<file path="config.mk">
export PLATFORM = sky130hd
export DESIGN_NAME = block_mover
export DESIGN_NICKNAME = d
export VERILOG_FILES = /design/src/rtl/tetris_pkg.sv /design/src/rtl/block_mover_gravity_timer.sv /design/src/rtl/block_mover.sv
export SDC_FILE = /design/constraint.sdc
export NUM_CORES = 1
export LEC_CHECK = 0
export CORE_ASPECT_RATIO = 1.1
export CORE_MARGIN = 3
export CORE_UTILIZATION = 33
export CTS_CLUSTER_SIZE = 28
export DETAILED_ROUTE_END_ITERATION = 8
export GPL_TIMING_DRIVEN = 0
export SYNTH_ARGS = -nofsm -noshare
export SYNTH_HDL_FRONTEND = slang
export SYNTH_SLANG_ARGS = --single-unit
</file>
<file path="constraint.sdc">
create_clock -name clk -period 3.8 [get_ports clk]
set_input_delay 0.38 -clock clk [delete_from_list [all_inputs] [get_ports clk]]
set_output_delay 0.38 -clock clk [all_outputs]
set_load 0.005 [all_outputs]
</file>
<file path="src/rtl/tetris_pkg.sv">
// Shared types and defaults for the active-piece mover: FSM states, command
// codes, board limits and the 10-bit position record.
package tetris_pkg;

   localparam int COL_MAX_DEF = 19;
   localparam int ROW_MAX_DEF = 29;
   localparam int SPAWN_X_DEF = 9;
   localparam int ROT_N       = 4;

   typedef enum logic [2:0] {
      ST_IDLE      = 3'd0,
      ST_CHECK     = 3'd1,
      ST_COMMIT    = 3'd2,
      ST_LOCK      = 3'd3,
      ST_SPAWN_CHK = 3'd4,
      ST_DEAD      = 3'd5,
      ST_DROP      = 3'd6
   } state_t;

   typedef enum logic [2:0] {
      CMD_GRAV  = 3'd0,
      CMD_DOWN  = 3'd1,
      CMD_ROT   = 3'd2,
      CMD_LEFT  = 3'd3,
      CMD_RIGHT = 3'd4,
      CMD_DROP  = 3'd5
   } cmd_t;

   typedef struct packed {
      logic [9:0] x;
      logic [9:0] y;
      logic [9:0] rot;
   } pos_t;

   // Quarter-turn step; anything at or past the last orientation wraps to 0.
   function automatic logic [9:0] rot_inc(input logic [9:0] r);
      return (r >= 10'(ROT_N - 1)) ? 10'd0 : r + 10'd1;
   endfunction

endpackage

</file>
<file path="src/rtl/block_mover_gravity_timer.sv">
// Free-running gravity divider: counts 0..DIV-1 while enabled and pulses tick
// on the cycle the count wraps.
module gravity_timer #(
   parameter int DIV = 25000000
) (
   input  logic clk,
   input  logic rst,
   input  logic en,
   output logic tick
);

   localparam int W = (DIV > 2) ? $clog2(DIV) : 1;
   localparam logic [W-1:0] LAST = W'(DIV - 1);

   logic [W-1:0] cnt;

   assign tick = en && (cnt == LAST);

   always_ff @(posedge clk or posedge rst) begin
      if (rst)
         cnt <= '0;
      else if (en)
         cnt <= (cnt == LAST) ? '0 : cnt + 1'b1;
   end

endmodule

</file>
<file path="src/rtl/block_mover.sv">
// Writer side of the active-piece position register: arbitrates commands and
// gravity, qualifies moves with the collision checker, commits or locks.
// Optional hard drop (btn_drop + DROP loop) enabled by BLOCK_MOVER_HARD_DROP_EN.
module block_mover
   import tetris_pkg::*;
#(
   parameter int GRAVITY_DIV = 25000000,
   parameter int COL_MAX     = COL_MAX_DEF,
   parameter int ROW_MAX     = ROW_MAX_DEF,
   parameter int SPAWN_X     = SPAWN_X_DEF
) (
   input  logic       clk,
   input  logic       rst,
   input  logic       btn_left,
   input  logic       btn_right,
   input  logic       btn_down,
   input  logic       btn_rot,
`ifdef BLOCK_MOVER_HARD_DROP_EN
   input  logic       btn_drop,
`endif
   input  logic [9:0] block_pos_x_cur,
   input  logic [9:0] block_pos_y_cur,
   input  logic [9:0] rotate_cur,
   output logic       chk_req,
   output logic [9:0] chk_x,
   output logic [9:0] chk_y,
   output logic [9:0] chk_rot,
   input  logic       chk_ack,
   input  logic       chk_hit,
   output logic [9:0] block_pos_x_next,
   output logic [9:0] block_pos_y_next,
   output logic [9:0] rotate_next,
   output logic       lock,
   output logic       game_over
);

   localparam logic [9:0] COL_MAX_W = 10'(COL_MAX);
   localparam logic [9:0] ROW_MAX_W = 10'(ROW_MAX);
   localparam logic [9:0] SPAWN_X_W = 10'(SPAWN_X);

   state_t     state, state_n;
   pos_t       cand, cand_n, cur;
   logic       cand_down, cand_down_n;
   logic       drop_act, drop_act_n;
   logic       game_over_n;
   logic [5:0] pend, pend_n, pulse, eff, clr;
   logic       tick;

   assign cur = '{x: block_pos_x_cur, y: block_pos_y_cur, rot: rotate_cur};

   gravity_timer #(.DIV(GRAVITY_DIV)) u_grav (
      .clk  (clk),
      .rst  (rst),
      .en   (!game_over),
      .tick (tick)
   );

   always_comb begin
      pulse            = '0;
      pulse[CMD_GRAV]  = tick;
      pulse[CMD_DOWN]  = btn_down;
      pulse[CMD_ROT]   = btn_rot;
      pulse[CMD_LEFT]  = btn_left;
      pulse[CMD_RIGHT] = btn_right;
`ifdef BLOCK_MOVER_HARD_DROP_EN
      pulse[CMD_DROP]  = btn_drop;
`endif
   end

   // Same-cycle pulses are visible to dispatch so IDLE answers in one cycle.
   assign eff = pend | pulse;

   always_comb begin
      state_n     = state;
      cand_n      = cand;
      cand_down_n = cand_down;
      drop_act_n  = drop_act;
      game_over_n = game_over;
      clr         = '0;
      pend_n      = '0;
      case (state)
         ST_IDLE: begin
            if (eff[CMD_DROP]) begin
               clr[CMD_DROP] = 1'b1;
               drop_act_n    = 1'b1;
               if (cur.y >= ROW_MAX_W) begin
                  state_n = ST_LOCK;
               end else begin
                  cand_n      = '{x: cur.x, y: cur.y + 10'd1, rot: cur.rot};
                  cand_down_n = 1'b1;
                  state_n     = ST_CHECK;
               end
            end else if (eff[CMD_GRAV] || eff[CMD_DOWN]) begin
               clr[CMD_GRAV] = 1'b1;
               clr[CMD_DOWN] = 1'b1;
               if (cur.y >= ROW_MAX_W) begin
                  state_n = ST_LOCK;
               end else begin
                  cand_n      = '{x: cur.x, y: cur.y + 10'd1, rot: cur.rot};
                  cand_down_n = 1'b1;
                  state_n     = ST_CHECK;
               end
            end else if (eff[CMD_ROT]) begin
               clr[CMD_ROT] = 1'b1;
               cand_n       = '{x: cur.x, y: cur.y, rot: rot_inc(cur.rot)};
               cand_down_n  = 1'b0;
               state_n      = ST_CHECK;
            end else if (eff[CMD_LEFT]) begin
               clr[CMD_LEFT] = 1'b1;
               if (cur.x != 10'd0) begin
                  cand_n      = '{x: cur.x - 10'd1, y: cur.y, rot: cur.rot};
                  cand_down_n = 1'b0;
                  state_n     = ST_CHECK;
               end
            end else if (eff[CMD_RIGHT]) begin
               clr[CMD_RIGHT] = 1'b1;
               if (cur.x < COL_MAX_W) begin
                  cand_n      = '{x: cur.x + 10'd1, y: cur.y, rot: cur.rot};
                  cand_down_n = 1'b0;
                  state_n     = ST_CHECK;
               end
            end
         end
         ST_CHECK: begin
            if (chk_ack) begin
               if (!chk_hit)      state_n = ST_COMMIT;
               else if (cand_down) state_n = ST_LOCK;
               else               state_n = ST_IDLE;
            end
         end
         ST_COMMIT: begin
`ifdef BLOCK_MOVER_HARD_DROP_EN
            state_n = drop_act ? ST_DROP : ST_IDLE;
`else
            state_n = ST_IDLE;
`endif
         end
`ifdef BLOCK_MOVER_HARD_DROP_EN
         ST_DROP: begin
            // cur already reflects the move committed in the previous cycle.
            if (cur.y >= ROW_MAX_W) begin
               state_n = ST_LOCK;
            end else begin
               cand_n      = '{x: cur.x, y: cur.y + 10'd1, rot: cur.rot};
               cand_down_n = 1'b1;
               state_n     = ST_CHECK;
            end
         end
`endif
         ST_LOCK: begin
            cand_n      = '{x: SPAWN_X_W, y: 10'd0, rot: 10'd0};
            cand_down_n = 1'b0;
            drop_act_n  = 1'b0;
            state_n     = ST_SPAWN_CHK;
         end
         ST_SPAWN_CHK: begin
            if (chk_ack) begin
               if (chk_hit) begin
                  game_over_n = 1'b1;
                  state_n     = ST_DEAD;
               end else begin
                  state_n = ST_IDLE;
               end
            end
         end
         ST_DEAD: state_n = ST_DEAD;
         default: state_n = ST_IDLE;
      endcase

      if (state != ST_LOCK && state != ST_DEAD)
         pend_n = eff & ~clr;
      if (drop_act_n)
         pend_n[CMD_GRAV] = 1'b0;
   end

   always_ff @(posedge clk or posedge rst) begin
      if (rst) begin
         state     <= ST_IDLE;
         cand      <= '0;
         cand_down <= 1'b0;
         drop_act  <= 1'b0;
         pend      <= '0;
         game_over <= 1'b0;
      end else begin
         state     <= state_n;
         cand      <= cand_n;
         cand_down <= cand_down_n;
         drop_act  <= drop_act_n;
         pend      <= pend_n;
         game_over <= game_over_n;
      end
   end

   assign chk_req = (state == ST_CHECK) || (state == ST_SPAWN_CHK);
   assign chk_x   = cand.x;
   assign chk_y   = cand.y;
   assign chk_rot = cand.rot;
   assign lock    = (state == ST_LOCK);

   assign block_pos_x_next = (state == ST_COMMIT) ? cand.x   : cur.x;
   assign block_pos_y_next = (state == ST_COMMIT) ? cand.y   : cur.y;
   assign rotate_next      = (state == ST_COMMIT) ? cand.rot : cur.rot;

endmodule

</file>
* Word-level counts from Yosys, hierarchy flattened
Index checks and enable logic that the tools add are counted.
Storage, ports and cells: input bits 38, memories 0, logic and storage cells 95, output and inout port bits 63, ROM bits 0, bits in writable memories 0, latch bits 0, flip-flop bits (word level) 67
Operators by class: order comparisons 3, bitwise gates (word level) 3, muxes and demuxes 51, add/subtract/negate cells 5, multiply operators 0, reduce and logical (&&, ||, !) cells 11, shifts and indexed selects 0, equal/unequal tests 13, div/mod/pow operators 0
Operators with widths (count):
- 2-to-1 mux 30 bit | 8
- case mux 30 bit (2 select lines) | 1
- 2-to-1 mux 10 bit | 4
- 2-to-1 mux 3 bit | 11
- adder 10 x 1 -> 10 bit (second input constant) | 3
- adder 25 x 1 -> 25 bit (second input constant) | 1
- == test 25 bit (second input constant) | 1
- 2-to-1 mux 25 bit | 1
- inequality test 6 bit (second input constant) | 3
- 2-to-1 mux 1 bit | 15
- case mux 3 bit (5 select lines) | 1
- 2-to-1 mux 6 bit | 2
- greater-or-equal comparator 10 x 2 -> 1 bit (second input constant) | 1
- greater-or-equal comparator 10 x 5 -> 1 bit (second input constant) | 1
- < comparator 10 x 5 -> 1 bit (second input constant) | 1
- 2-to-1 mux 2 bit | 5
- nonzero test 10 bit | 1
- subtractor 10 x 1 -> 10 bit (second input constant) | 1
- bitwise AND 6 bit | 1
- == test 3 x 2 -> 1 bit (second input constant) | 2
- == test 3 bit (second input constant) | 2
- inverter 6 bit | 1
- OR 6 x 5 -> 6 bit | 1
- 2-to-1 mux 5 bit | 1
- other kinds (13) | 17

* Depth between registers and ports, before layout
word-level depth 13, mapped depth 9, mapped depth without buffers 9

* Hierarchy
Synthesis repeated with hierarchy kept, for this count alone.
Second synthesis, totals: cells, all modules 476, area, all modules 4430.5 um^2
By module, submodules not included:
- block_mover | area each 3191.8 um^2, cells each 355, seq. area each 1051.0 um^2, times used 1
- gravity_timer | area each 1238.7 um^2, cells each 121, seq. area each 625.6 um^2, times used 1

* Worst setup path after synthesis
No wires, ideal clock.
kind input to register, start input btn_left, end register cand (netlist bit chk_x[9]), data arrival time 2.445 ns, path buffers 0, slack 1.251 ns, setup time 0.104 ns, data required time 3.696 ns, stages on the path 9, cell sequence nor2_1 -> inv_1 -> ha_1 -> nand3_1 -> o2111ai_1 -> a2111oi_0 -> or3b_2 -> nand2b_1 -> o311ai_1
Between the ends: cells in the longest elaborated chain, start to end 6, elaborated cells between the ends (all ways) 10, classes of those cells eq/ne (3); mux (5); bitwise (1); reduce/logical (1)
RTL lines:
- from (decl) | line block_mover.sv:14 | input logic btn_left,
- OR 6 x 5 -> 6 bit (*) | line block_mover.sv:71 | assign eff = pend | pulse;
- 2-to-1 mux 30 bit | line block_mover.sv:108 | end else if (eff[CMD_LEFT]) begin
- 2-to-1 mux 30 bit | line block_mover.sv:103 | end else if (eff[CMD_ROT]) begin
- 2-to-1 mux 30 bit | line block_mover.sv:93 | end else if (eff[CMD_GRAV] || eff[CMD_DOWN]) begin
- 2-to-1 mux 30 bit | line block_mover.sv:83 | if (eff[CMD_DROP]) begin
- case mux 30 bit (2 select lines) | line block_mover.sv:81 | case (state)
- to (signal assigned) | line block_mover.sv:186 | cand <= cand_n;
- to (decl) | line block_mover.sv:42 | pos_t cand, cand_n, cur;
Mark *: on every way between the ends. The rest lies on a longest branch, timed or not. A chain may end at the register's enable or synchronous reset.

* Worst setup path in the final report
start register state[1], end output block_pos_x_next[4]
Between the ends: cells in the longest elaborated chain, start to end 2
RTL lines:
- from (decl) | line block_mover.sv:41 | state_t state, state_n;
- from (signal assigned) | line block_mover.sv:185 | state <= state_n;
- == test 3 x 2 -> 1 bit | line block_mover.sv:200 | assign block_pos_x_next = (state == ST_COMMIT) ? cand.x : cur.x;
- 2-to-1 mux 10 bit | line block_mover.sv:200
- to (decl) | line block_mover.sv:30 | output logic [9:0] block_pos_x_next,
No other way between the ends.

==> flow_metrics.py <==
metrics = {
    "floorplan": {
        "start_util_pct": 34.0,
        "core_sq_um": 12700,
        "die_area_sq_um": 14500,
        "die_w_microns": 115,
        "rows": 43,
        "io_pins": 101,
        "die_y_microns": 126,
    },
    "setup_path": {
        "crit_path_frequent_cell": "clkbuf_1",
        "critPathLaunch": "state[1]",
        "cp_num_buf_inv": 3,
        "arrival_ns": 3.13,
        "crit_path_start_kind": "register",
        "critical_path.endpoint_type": "output pin",
        "path_cells": "clkbuf_1 -> nor3b_2 -> clkbuf_1 -> mux2_2 -> clkdlybuf4s50_1",
        "worst_path_dominant_cell_family": "buffers and inverters",
        "critical_path_required_ns": 3.42,
        "r2r-start": "pend[3]",
        "path_max_fanout": 10,
        "criticalPathCategory": "register to output pin",
        "slowest_stage": "nor3b_2",
        "slowest_delay_ns": 0.77,
    },
    "yosys": {
        "synth_top_family_by_area": "simple AND/OR/NAND/NOR gates",
        "yosysMostFrequentCell": "dfrtp_1",
        "synth-xor-area-share_pct": 6.30,
        "synth-simple-area-share_pct": 20.1,
        "yosysTopAreaCellShare_pct": 38.9,
        "yosysSeqAreaShare_pct": 38.9,
        "synth_ff_type": "dfrtp_1",
        "syn_area_sq_um": 4310,
        "netlist_instances": 457,
        "synth_cell_types": 77,
        "yosys.area.top_type": "dfrtp_1",
        "synth_warnings": 0,
        "yosys_register_bits": 67,
        "synth_edf_count": 0,
        "synth_area_leaders": "dfrtp_1 39%, mux2_2 7.3%, nor2_1 4.0%",
        "synthAdderAreaFrac_pct": 4.24,
        "yosys-top-cells-count": "67 x dfrtp_1, 46 x nor2_1, 38 x nand2_1, 28 x mux2_2, 21 x nand3_1",
        "synth_fp_nets": 509,
        "synthMuxAreaShare_pct": 8.24,
        "synthArstFlopShare_pct": 100,
        "synth_compound_area_share_pct": 18.6,
        "syn_avg_cell_area_sq_um": 9.43,
    },
    "clocking": {
        "cts_root_buf": "clkbuf_16",
        "cts_max_level": 3,
        "ctsHoldBuffers": 0,
        "numCtsBuffers": 9,
        "cts.clk_slew.worst_paths_ns": 0.06,
        "cts_tree": "built",
        "cts_buffer_depth": 2,
        "clock-sinks": 67,
        "insertion_delay_ns": 0.34,
        "ctsResizeCount": 0,
        "post_cts_buffers": 0,
    },
    "detailed_routing": {
        "drcViolationCount": 0,
        "ant_nets": 0,
        "wirelength_microns": 12500,
        "first_pass_iters": 4,
        "vias": 3950,
        "drt-vias-per-instance": 5.41,
        "drtIter0Drc": 192,
        "routedWlPerCell_microns": 17.2,
    },
    "final_layout": {
        "drive_above_1_share_pct": 11.2,
        "syn2layout_area_growth_pct": 35.5,
        "diodes": 0,
        "fin_cells": 730,
        "nets": 620,
    },
    "placed_design": {
        "dp.final_hpwl_microns": 9360,
        "dpl.cell_count": 714,
        "io_buffers": 100,
        "place.gp.congestion": 0.796,
    },
    "sta": {
        "worst_hold_slack_ns": 0.433,
        "drv_slew": 0,
        "slew_headroom_pct": 43.5,
        "finalCritPeriodShare_pct": 92.5,
        "rsz0062_at_grt": "no",
        "finClkSkew_ns": 0.00727,
        "fin_tns_setup_ns": 0,
        "final_hold_viol_count": 0,
        "period_needed_ns": 3.51,
        "fmax_mhz": 285,
        "setup_viol": 0,
        "tightestPinTransition_ns": 0.843,
    },
    "global_routing": {
        "globalRouteOverflowTotal": 0,
        "grt_use_total_pct": 17.7,
        "grt_pass1_vias": 4031,
        "grt_max_degree": 68,
        "grt_pass1_wl_microns": 20700,
        "grt_antenna_before_repair": 0,
    },
    "outcome": {
        "outcome": "finished, final reports clean",
    },
    "worst_hold_path": {
        "hold_class": "register to register",
        "min_from": "drop_act",
    },
    "power": {
        "power_density_nw_per_um2": 660,
        "p_total_w": 0.00386,
        "leakage_nw": 2.40,
        "vdd.ir_drop.worst_mv": 0.261,
    },
    "job": {
        "maxCapViolCount": 0,
    },
}
sequential cells by signal, summed over array words and instances, names as in the netlist:
signal and count:
u_grav.cnt 25, chk_rot 10, chk_x 10, chk_y 10
pend 6, state 3, cand_down 1, drop_act 1
game_over 1
stage by stage:
stage | worst slack (ns) | area [sq um] | util (%)
5_1_grt | 0.0865 | 5840 | 46.0
2_1_floorplan | 1.25 | 4310 | -
6_report | 0.286 | 5840 | 46.0
4_1_cts | 0.206 | 5840 | 46.0
3_5_place_dp | 0.480 | 5520 | 43.4
3_3_place_gp | 0.00871 | 5510 | 43.4
where the power goes:
part / internal [W] / total (W) / switching, W
Combinational: 0.000951 / 0.00180 / 0.000851
Clock: 0.000579 / 0.000916 / 0.000338
Sequential: 0.000937 / 0.00114 / 0.000200
metal layers:
layer	share of wire (%)	track usage, %	up-vias
met4	1.1	4.21	0
met5	0	0	-
met1	45	23.4	1953
met2	50	29.8	82
met3	3.7	3.27	12
li1	-	-	1903
final cells by class:
cell class / count / area (sq um)
buffer: 21 / 91.3
inverter: 17 / 66.3
multi-input combinational: 352 / 2480
sequential: 67 / 1680
fill: 1216 / 6850
clock inverter: 7 / 101
timing repair buffer: 100 / 1000
tap: 157 / 196
clock buffer: 9 / 225
cells by family (layout without fill, tap and decap cells):
kind of cell | Yosys count | in the layout
simple gates | 171 | 171
buf+inv | 38 | 154
mux | 32 | 32
flops | 67 | 67
xor+xnor | 31 | 31
compound gates | 104 | 104
fa+ha+maj | 14 | 14
layout by cell type (no fill, tap or decap), types with 13 or more instances in the layout:
cell and n:
clkdlybuf4s50_1 100, dfrtp_1 67, nor2_1 46, nand2_1 38, mux2_2 28, nand3_1 21, xnor2_1 18, clkbuf_1 17
inv_1 15, a21oi_1 15, o21ai_0 15, nor3_1 14, xor2_1 13, ha_1 13
worst paths after layout:
kind,end,slack (ns),cells after the start
worst max-delay path,block_pos_x_next[4],0.29,5
worst min-delay path,pend[0],0.43,1
worst max register to register,chk_x[9],0.92,9
worst min register to register,pend[0],0.43,1
max in group asynchronous,chk_x[0],2.67,2
min in group asynchronous,chk_rot[5],0.56,2
Power figures use the tool's default switching activity.
